<file path="src/rtl/digital_pll_lock_monitor.sv">
// PLL lock monitor: counts PLL clocks per synchronized reference period, checks
// each count against the feedback divider and reports lock / lost-reference status.
module digital_pll_lock_monitor #(
   parameter int SYNC_STAGES = 2,
   parameter int CNT_W       = 8,
   parameter int LOCK_COUNT  = 4,
   parameter int TOL         = 1
) (
   input  logic             clock,
   input  logic             reset,
   input  logic             enable,
   input  logic             osc,
   input  logic [4:0]       div,
   output logic [CNT_W-1:0] count_out,
   output logic             count_valid,
   output logic             locked,
   output logic             osc_lost
);

   localparam logic [CNT_W-1:0] CNT_MAX  = '1;
   localparam logic [CNT_W-1:0] CNT_ONE  = CNT_W'(1);
   localparam logic [3:0]       LOCK_TGT = 4'(LOCK_COUNT);
   localparam logic [CNT_W:0]   TOL_W    = (CNT_W+1)'(TOL);

   typedef enum logic [1:0] {
      IDLE,
      ARM,
      MEASURE
   } state_t;

   state_t                 state;
   logic [SYNC_STAGES-1:0] sync_q;
   logic                   prev_q;
   logic                   osc_rise;
   logic [CNT_W-1:0]       cnt;
   logic [3:0]             good_run;
   logic [CNT_W:0]         cnt_ext;
   logic [CNT_W:0]         div_ext;
   logic [CNT_W:0]         diff;
   logic                   in_tol;
   logic [3:0]             good_next;

   // Synchronizer and edge detector run regardless of enable.
   always_ff @(posedge clock) begin
      if (reset) begin
         sync_q <= '0;
         prev_q <= 1'b0;
      end else begin
         sync_q <= {sync_q[SYNC_STAGES-2:0], osc};
         prev_q <= sync_q[SYNC_STAGES-1];
      end
   end

   assign osc_rise = sync_q[SYNC_STAGES-1] & ~prev_q;

   always_comb begin
      cnt_ext   = {1'b0, cnt};
      div_ext   = {{(CNT_W-4){1'b0}}, div};
      diff      = (cnt_ext >= div_ext) ? (cnt_ext - div_ext) : (div_ext - cnt_ext);
      in_tol    = (div != 5'd0) && (diff <= TOL_W);
      good_next = (good_run >= LOCK_TGT) ? LOCK_TGT : (good_run + 4'd1);
   end

   always_ff @(posedge clock) begin
      if (reset) begin
         state       <= IDLE;
         cnt         <= '0;
         good_run    <= '0;
         count_out   <= '0;
         count_valid <= 1'b0;
         locked      <= 1'b0;
         osc_lost    <= 1'b0;
      end else if (!enable) begin
         state       <= IDLE;
         cnt         <= '0;
         good_run    <= '0;
         count_out   <= '0;
         count_valid <= 1'b0;
         locked      <= 1'b0;
         osc_lost    <= 1'b0;
      end else begin
         count_valid <= 1'b0;
         case (state)
            IDLE: begin
               cnt   <= '0;
               state <= ARM;
            end
            ARM: begin
               if (osc_rise) begin
                  cnt      <= CNT_ONE;
                  osc_lost <= 1'b0;
                  state    <= MEASURE;
               end else if (cnt == CNT_MAX) begin
                  cnt      <= '0;
                  osc_lost <= 1'b1;
                  locked   <= 1'b0;
                  good_run <= '0;
               end else begin
                  cnt <= cnt + 1'b1;
               end
            end
            MEASURE: begin
               // A rise in the saturation cycle is a valid measurement, not a timeout.
               if (osc_rise) begin
                  count_out   <= cnt;
                  count_valid <= 1'b1;
                  cnt         <= CNT_ONE;
                  osc_lost    <= 1'b0;
                  if (in_tol) begin
                     good_run <= good_next;
                     if (good_next == LOCK_TGT)
                        locked <= 1'b1;
                  end else begin
                     good_run <= '0;
                     locked   <= 1'b0;
                  end
               end else if (cnt == CNT_MAX) begin
                  cnt      <= '0;
                  osc_lost <= 1'b1;
                  locked   <= 1'b0;
                  good_run <= '0;
                  state    <= ARM;
               end else begin
                  cnt <= cnt + 1'b1;
               end
            end
            default: state <= IDLE;
         endcase
      end
   end

endmodule

</file>
<file path="config.mk">
export PLATFORM = sky130hd
export DESIGN_NAME = digital_pll_lock_monitor
export DESIGN_NICKNAME = d
export VERILOG_FILES = /design/src/rtl/digital_pll_lock_monitor.sv
export SDC_FILE = /design/constraint.sdc
export NUM_CORES = 1
export LEC_CHECK = 0
export CAP_MARGIN = 10
export CORE_ASPECT_RATIO = 2
export CORE_UTILIZATION = 30
export CTS_BUF_LIST = sky130_fd_sc_hd__clkbuf_8
export CTS_CLUSTER_DIAMETER = 200
export DETAILED_ROUTE_END_ITERATION = 6
export SETUP_SLACK_MARGIN = 0.4
export SKIP_CTS_REPAIR_TIMING = 1
export SLEW_MARGIN = 20
export SYNTH_ARGS = -nofsm -noshare
export SYNTH_HDL_FRONTEND = slang
export SYNTH_SLANG_ARGS = --single-unit
export TNS_END_PERCENT = 5
</file>
<file path="constraint.sdc">
create_clock -name clock -period 3.5 [get_ports clock]
set_input_delay 0.7 -clock clock [delete_from_list [all_inputs] [get_ports clock]]
set_output_delay 0.7 -clock clock [all_outputs]
set_load 0.05 [all_outputs]
</file>
==> impl_metrics.yaml, run 1 <==
floorplan:
  die_area_sq_mm: 0.00661
  std_cell_rows: 40
  ioPinCount: 20
  initial_core_util: 0.313
  fp.dieW_um: 58.0
  fp.coreArea_sq_mm: 0.00601
  die_h_um: 114
clocking:
  htree_num_levels: 1
  path_clk_slew_ps: 90
  numCtsBuffers: 3
  tritoncts: "done"
  clkSinkCount: 28
  cts_root_buffer: "clkbuf_8"
  clock_latency_ps: 270
  clockBufferDepth: 2
logic_synthesis:
  async_reset_ff_frac: 0
  yosys_warnings: 0
  syn_inst: 234
  ys_seq_elements: 28
  synth_cell_types: 45
  synth_ff_type: "dfxtp_1"
  synth_edf_count: 0
  synth_seq_area_share: 0.298
  synth_area_sq_mm: 0.00188
  syn-num-nets: 262
  avgSynthCellArea_sq_um: 8.04
sta:
  final_hold_viol_count: 0
  fin_crit_ps: 2960
  max-slew-margin-rel: 0.414
  period_share: 0.845
  slew_violations: 0
  worst_pin_slew_ps: 879
  grt_setup_unrepaired: "no"
  clock.fmax_mhz: 338
  setup_viol: 0
  holdWs_ps: 454
  setup-tns-final_ps: 0
  fin_ws_ps: 544
  fin_skew_ps: 2.12
setup_path:
  critical_path_arrival_ps: 3160
  cp_slowest_cell: "clkdlybuf4s50_1"
  cp_cell_sequence: "clkdlybuf4s50_1 > inv_2 > ha_4 > a211o_1 > a211o_1 > a211oi_2 > nand3_2 > a2111oi_4 > buf_4 > nand3b_1 > a21oi_2"
  max_stage_delay_ps: 490
  path_common_cell: "a211o_1"
  path_class: "in -> reg"
  required_ps: 3700
  crit_path_end_kind: "flip-flop"
  start_kind: "input pin"
  cp_max_fo: 5
finish:
  final_cell_mix: "dfxtp_1, a21oi_1, nand3_1, nor2_1"
  final_common_cell: "dfxtp_1"
  syn_to_final_growth_pct: 23.3
  drive_gt1_frac: 0.160
  nets: 291
  diodes: 0
  fin_util: 0.386
route:
  num_vias: 1732
  routed_wl_mm: 4.77
  vias_per_cell: 5.33
  drt_iter0_markers: 54
  wl_per_cell_um: 14.7
  ant_nets: 0
  route.detailed.drc: 2
  drtPass1Iterations: 7
placed_design:
  port_buffers: 19
  dp_hpwl_mm: 3.72
  pre_cts_slack_ps: -91.8
  gp_congestion: 0.840
grt:
  grt_max_degree: 22
  globalRouteOverflowTotal: 0
  grt_pass1_vias: 1734
  antenna_found_initial: 0
  grtUsageTotal: 0.154
  grt_first_pass_wirelength_mm: 8.06
run_status:
  violations: "DRC"
  status: "finished, violations left"
pwr:
  powerDensity_mw_per_mm2: 268
  peakVddDrop_mv: 0.255
  leakage_nw: 0.898
run:
  cap_violations: 0
worst_hold_path:
  hp-class: "reg -> reg"
## final timing paths
path / from / to / slack [ps] / cells after the start
setup / recovery: div[2] / good_run[0] / 540 / 11
hold / removal: sync_q[0] / sync_q[1] / 450 / 1
setup reg to reg: cnt[0] / good_run[0] / 680 / 11
hold reg to reg: sync_q[0] / sync_q[1] / 450 / 1
## synth_stat cells (2+ instances only)
| cell | instances | area (sq um) |
|---|---|---|
| or3_1 | 2 | 12.5 |
| a21oi_1 | 26 | 130 |
| nor2_1 | 17 | 63.8 |
| a211oi_1 | 3 | 22.5 |
| buf_2 | 2 | 10.0 |
| fa_1 | 2 | 40.0 |
| a211o_1 | 2 | 17.5 |
| ha_1 | 17 | 213 |
| nor4_1 | 4 | 25.0 |
| and3_1 | 4 | 25.0 |
| nand2b_1 | 4 | 25.0 |
| and2_1 | 2 | 12.5 |
| a31oi_1 | 3 | 18.8 |
| inv_1 | 16 | 60.1 |
| buf_4 | 2 | 15.0 |
| nand2_1 | 15 | 56.3 |
| and2b_1 | 2 | 15.0 |
| clkbuf_1 | 5 | 18.8 |
| nand3b_1 | 4 | 30.0 |
| or2_2 | 2 | 12.5 |
| dfxtp_1 | 28 | 561 |
| xor2_1 | 3 | 26.3 |
| buf_6 | 2 | 22.5 |
| nand3_1 | 17 | 85.1 |
| a21o_1 | 3 | 22.5 |
| o21ai_0 | 15 | 75.1 |
| nor3_1 | 5 | 25.0 |
| nor2b_1 | 8 | 50.1 |
| o211ai_1 | 2 | 15.0 |
| or3b_2 | 2 | 17.5 |
## state kept, by name (all words and copies together), names as in the netlist
name         cells
locked           1
state            2
cnt              8
sync_q           2
count_out        8
good_run         4
prev_q           1
osc_lost         1
count_valid      1
## metal layers
metal / vias up / GRT usage / share of wire
met5: - / 0 / 0
met2: 38 / 0.290 / 0.55
met1: 800 / 0.166 / 0.39
met3: 12 / 0.0113 / 0.029
li1: 882 / - / -
met4: 0 / 0.0746 / 0.031
## stage by stage
stage	instances	power [W]	area, sq um
2_1_floorplan	234	0.000389	1880
3_3_place_gp	319	0.000423	2190
3_5_place_dp	319	0.000424	2190
4_1_cts	323	0.000624	2240
5_1_grt	325	0.000650	2320
6_report	325	0.000622	2320
## final cells by class
| type | instances | area, sq um |
|---|---|---|
| clock buffer | 4 | 55.1 |
| fill | 632 | 3680 |
| inverter | 16 | 60.1 |
| multi-input combinational | 179 | 1250 |
| sequential | 28 | 561 |
| tap | 63 | 78.8 |
| timing repair buffer | 35 | 318 |
## power breakdown
group          leakage (nW)  internal [W]   total, W  switching (W)
Combinational         0.643     0.0000447  0.0000966      0.0000518
Clock                0.0288      0.000101   0.000201       0.000100
Sequential            0.226      0.000321   0.000324     0.00000301
## cells by family (layout without fill, tap and decap cells)
family | count (synthesis) | after routing | share of synthesized area
adders and majority gates | 19 | 19 | 0.134
DFF | 28 | 28 | 0.298
buffers and inverters | 27 | 55 | 0.0672
xor gates and xnor gates | 3 | 3 | 0.0140
and+or+nand+nor | 92 | 92 | 0.259
AOI/OAI and AO/OA | 65 | 65 | 0.227
## worst max-delay path, delay by kind of cell
kind	cells	cell delay, ps
adders and majority gates	1	260
and+or+nand+nor	2	200
buffers and inverters	3	730
AOI/OAI and AO/OA	5	1270
(Power assumes the default switching activity.)
==> run 2, diff against run 1 <==
==> constraint.sdc (replaced) <==
create_clock -name clock -period 2.5 [get_ports clock]
set_input_delay 0.5 -clock clock [delete_from_list [all_inputs] [get_ports clock]]
set_output_delay 0.5 -clock clock [all_outputs]
set_load 0.05 [all_outputs]
==> run 2 against run 1 <==
Against the previous run:
- the run ends with DRC, setup timing left
- clock skew is 2.5 ps higher
- first-iteration DRC count is 20% lower
- die area stayed put
- routed wire length is 8.3% higher
- count of clock-buffer cells in the layout is 1 lower
- combinational power is 53% higher
- sequential cell count stayed put
- largest cell class unchanged
==> impl_metrics.yaml, run 2 (synthesized netlist as in run 1, its figures left out) <==
finish:
  diodes: 0
  nets: 310
  syn_to_final_growth_pct: 32.7
  fin_area_sq_mm: 0.00250
  fillCellCount: 622
  final_common_cell: "buf_4"
  fin_util: 0.416
  drive_gt1_frac: 0.231
  final_cell_mix: "buf_4, dfxtp_1, a21oi_1, nor2_1, nand3_1"
  largestRegisters: "cnt (8), count_out (8), good_run (4)"
route:
  routed_wl_mm: 5.17
  num_vias: 1870
  vias_per_cell: 5.44
  ant_nets: 0
  drt_iter0_markers: 43
  wl_per_cell_um: 15.0
  route.detailed.drc: 2
  drtPass1Iterations: 6
clocking:
  numCtsBuffers: 3
  clock_latency_ps: 280
  cts_root_buffer: "clkbuf_8"
  clkSinkCount: 28
  path_clk_slew_ps: 100
  tritoncts: "done"
  htree_num_levels: 1
  clockBufferDepth: 2
sta:
  clock.fmax_mhz: 377
  worst_pin_slew_ps: 499
  max-slew-margin-rel: 0.666
  fin_skew_ps: 4.63
  final_hold_viol_count: 0
  fin_ws_ps: -155
  holdWs_ps: 456
  slew_violations: 0
  setup-tns-final_ps: -516
  period_share: 1.06
  grt_setup_unrepaired: "yes"
  setup_viol: 4
  fin_crit_ps: 2650
run_status:
  status: "finished, violations left"
  violations: "DRC, setup timing"
floorplan:
  fp.coreArea_sq_mm: 0.00601
  initial_core_util: 0.313
  die_h_um: 114
  die_area_sq_mm: 0.00661
  ioPinCount: 20
  std_cell_rows: 40
  fp.dieW_um: 58.0
pwr:
  leakage_nw: 1.01
  peakVddDrop_mv: 0.328
  powerDensity_mw_per_mm2: 388
grt:
  grt_max_degree: 22
  globalRouteOverflowTotal: 0
  antenna_found_initial: 0
  grt_first_pass_wirelength_mm: 8.18
  grt_pass1_vias: 1906
  grtUsageTotal: 0.159
setup_path:
  start_kind: "flip-flop"
  max_stage_delay_ps: 390
  critical_path_arrival_ps: 2860
  path_common_cell: "a211o_1"
  cp_max_fo: 6
  cp_cell_sequence: "ha_4 > inv_2 > fa_2 > a211o_1 > a211o_1 > a211oi_2 > nand3_2 > a2111oi_4 > buf_4 > a311oi_1 > a211oi_1"
  path_class: "reg -> reg"
  required_ps: 2700
  cp_slowest_cell: "dfxtp_4"
  crit_path_end_kind: "flip-flop"
worst_hold_path:
  hp-class: "reg -> reg"
run:
  cap_violations: 0
placed_design:
  port_buffers: 19
  dp_hpwl_mm: 3.97
  placed_area_sq_mm: 0.00233
  gp_congestion: 0.843
-- run 2: cell count changes in the layout (fill, tap and decap cells not counted), sizes merged --
cell | before | now
buf | 16 | 35
bufinv | 0 | 1
clkdlybuf4s50 | 16 | 14
dlymetal6s2s | 3 | 4
-- run 2: critical path, delay by kind of cell, from the launching register on --
family	cells	cell delay, ps
buffers and inverters	2	230
AO/OA/AOI/OAI	6	1350
flip-flops	1	390
AND/OR/NAND/NOR	1	120
adder cells (fa/ha/maj)	2	490
-- run 2: per-layer routing --
metal,share of wire,GRT usage,vias up
li1,-,-,920
met1,0.36,0.140,880
met2,0.56,0.320,45
met3,0.026,0.00794,25
met4,0.055,0.111,0
met5,0,0,-
-- run 2: area by class of cell --
cell class              count  area [sq um]  share of cell area
clock inverters             1          30.0              0.0120
well taps                  63          78.8              0.0316
inverters                  16          60.1              0.0240
flip-flops and latches     28           564               0.226
multi-input cells         179          1260               0.507
clock buffers               3          41.3              0.0165
repair buffers             54           458               0.183
-- run 2: final timing paths --
kind                            cells after the start  slack [ps]       from         to
worst max-delay path                               11        -150     cnt[0]     locked
worst min-delay path                                1         460  sync_q[0]  sync_q[1]
worst max register to register                     11        -150     cnt[0]     locked
worst min register to register                      1         460  sync_q[0]  sync_q[1]
-- run 2: through the flow --
step	setup WS, ps	power [W]	std cells
finish	-155	0.000969	344
floorplan	-239	0.000545	234
CTS	-542	0.000965	341
detailed placement	-850	0.000600	337
global route	-322	0.00100	344
global placement	-766	0.000601	337
-- run 2: where the power goes --
| group | switching (W) | total (W) | internal [W] | leakage (nW) |
|---|---|---|---|---|
| registers | 0.00000381 | 0.000453 | 0.000449 | 0.227 |
| logic | 0.0000773 | 0.000148 | 0.0000711 | 0.746 |
| clock network | 0.000153 | 0.000368 | 0.000215 | 0.0357 |
==> run 3, diff against run 2 <==
==> constraint.sdc (replaced) <==
create_clock -name clock -period 3.4 [get_ports clock]
set_input_delay 0.68 -clock clock [delete_from_list [all_inputs] [get_ports clock]]
set_output_delay 0.68 -clock clock [all_outputs]
set_load 0.05 [all_outputs]
==> run 3 against run 2 <==
Against the previous run:
- the run ends with DRC left
- routed wire length hardly changed
- non-clock buffer count down 13
- critical path depth up 2
==> impl_metrics.yaml, run 3 (synthesized netlist as in run 1, its figures left out) <==
sta:
  fin_skew_ps: 1.14
  setup_viol: 0
  holdWs_ps: 447
  grt_setup_unrepaired: "yes"
  max-slew-margin-rel: 0.437
  clock.fmax_mhz: 341
  fin_crit_ps: 2930
  worst_pin_slew_ps: 844
  final_hold_viol_count: 0
  slew_violations: 0
  period_share: 0.861
  setup-tns-final_ps: 0
setup_path:
  ff2ff_path_depth: 11
  reg2reg_slack_ps: 550
  critPathTopFamily: "compound AO/OA/AOI/OAI gates"
  start_kind: "input pin"
  max_stage_delay_ps: 400
  cp_slowest_cell: "a2111oi_4"
  critical_path_arrival_ps: 3140
  cp_max_fo: 4
  crit_path_end_kind: "flip-flop"
  required_ps: 3610
  crit_buf_inv: 4
  r2r-end: "good_run[0]"
  path_class: "in -> reg"
  cp_cell_sequence: "buf_8 > inv_4 > ha_4 > inv_4 > fa_2 > a211o_1 > a211o_1 > a211oi_2 > nand3_2 > a2111oi_4 > buf_4 > nand3b_1 > a21oi_1"
  reg2reg_from: "cnt[0]"
finish:
  largestRegisters: "cnt (8), count_out (8), good_run (4)"
  syn_to_final_growth_pct: 26.9
  diodes: 0
  fin_area_sq_mm: 0.00239
  final_common_cell: "dfxtp_1"
  nets: 297
  fillCellCount: 649
  drive_gt1_frac: 0.190
  final_cell_mix: "dfxtp_1, a21oi_1, buf_4, nand3_1, nor2_1"
pwr:
  total_power_w: 0.000651
  leakage_nw: 0.941
  peakVddDrop_mv: 0.224
  powerDensity_mw_per_mm2: 273
floorplan:
  fp.dieW_um: 58.0
  std_cell_rows: 40
  die_h_um: 114
  initial_core_util: 0.313
  fp.coreArea_sq_mm: 0.00601
  die_area_sq_mm: 0.00661
  ioPinCount: 20
placed_design:
  gp_congestion: 0.826
  port_buffers: 19
  dp_hpwl_mm: 3.90
  placed_area_sq_mm: 0.00221
route:
  num_vias: 1787
  routed_wl_mm: 5.16
  vias_per_cell: 5.40
  drtPass1Iterations: 6
  ant_nets: 0
  wl_per_cell_um: 15.6
  drt_iter0_markers: 64
  route.detailed.drc: 2
grt:
  globalRouteOverflowTotal: 0
  grt_max_degree: 22
  grt_first_pass_wirelength_mm: 8.21
  grtUsageTotal: 0.161
  grt_pass1_vias: 1841
  antenna_found_initial: 0
clocking:
  clockBufferDepth: 2
  htree_num_levels: 1
  path_clk_slew_ps: 90
  cts_root_buffer: "clkbuf_8"
  tritoncts: "done"
  clock_latency_ps: 280
  numCtsBuffers: 3
  clkSinkCount: 28
run_status:
  violations: "DRC"
  status: "finished, violations left"
worst_hold_path:
  hp-class: "reg -> reg"
  holdPathEnd: "sync_q[1]"
  hold_depth: 1
  min_from: "sync_q[0]"
run:
  cap_violations: 0
## run 3: worst max path at each step
stage                 from           to  slack, ps  cells after the start
global placement    div[0]  good_run[0]        -90                     12
CTS                 div[0]  good_run[0]        120                     12
floorplan           div[0]       locked        470                     11
global route        div[0]  good_run[2]        350                     13
finish              div[0]  good_run[0]        470                     13
detailed placement  div[0]  good_run[0]       -190                     12
## run 3: where the power goes
| group | internal [W] | total (W) | switching (W) | leakage [nW] |
|---|---|---|---|---|
| logic | 0.0000495 | 0.000105 | 0.0000553 | 0.686 |
| registers | 0.000331 | 0.000334 | 0.00000316 | 0.227 |
| clock network | 0.000104 | 0.000212 | 0.000108 | 0.0288 |
| total | 0.000484 | 0.000651 | 0.000167 | 0.941 |
## run 3: worst reg2reg max path, cell delays in order (launching register included)
cell and delay, ps:
dfxtp_2 440, ha_4 180, inv_4 40, fa_2 380, a211o_1 310, a211o_1 310
a211oi_2 210, nand3_2 110, a2111oi_4 400, buf_4 200, nand3b_1 70, a21oi_1 120
## run 3: through the flow
step | std cells | setup slack (ps) | utilization
floorplan | 234 | 471 | -
global placement | 322 | -91.5 | 0.368
detailed placement | 322 | -189 | 0.368
CTS | 326 | 120 | 0.378
global route | 331 | 354 | 0.398
finish | 331 | 471 | 0.398
## run 3: layout make-up
| cell class | instances | area (sq um) | area share |
|---|---|---|---|
| tap | 63 | 78.8 | 0.0330 |
| sequential | 28 | 562 | 0.235 |
| inverter | 16 | 65.1 | 0.0272 |
| multi-input combinational | 179 | 1260 | 0.526 |
| timing repair buffer | 41 | 370 | 0.155 |
| clock buffer | 4 | 55.1 | 0.0230 |
## run 3: per-layer routing
| layer | vias up | track usage | wire length (um) |
|---|---|---|---|
| met3 | 11 | 0.0181 | 136 |
| met2 | 37 | 0.303 | 2900 |
| met4 | 0 | 0.0889 | 167 |
| met5 | - | 0 | 0 |
| met1 | 847 | 0.163 | 1960 |
| li1 | 892 | - | - |
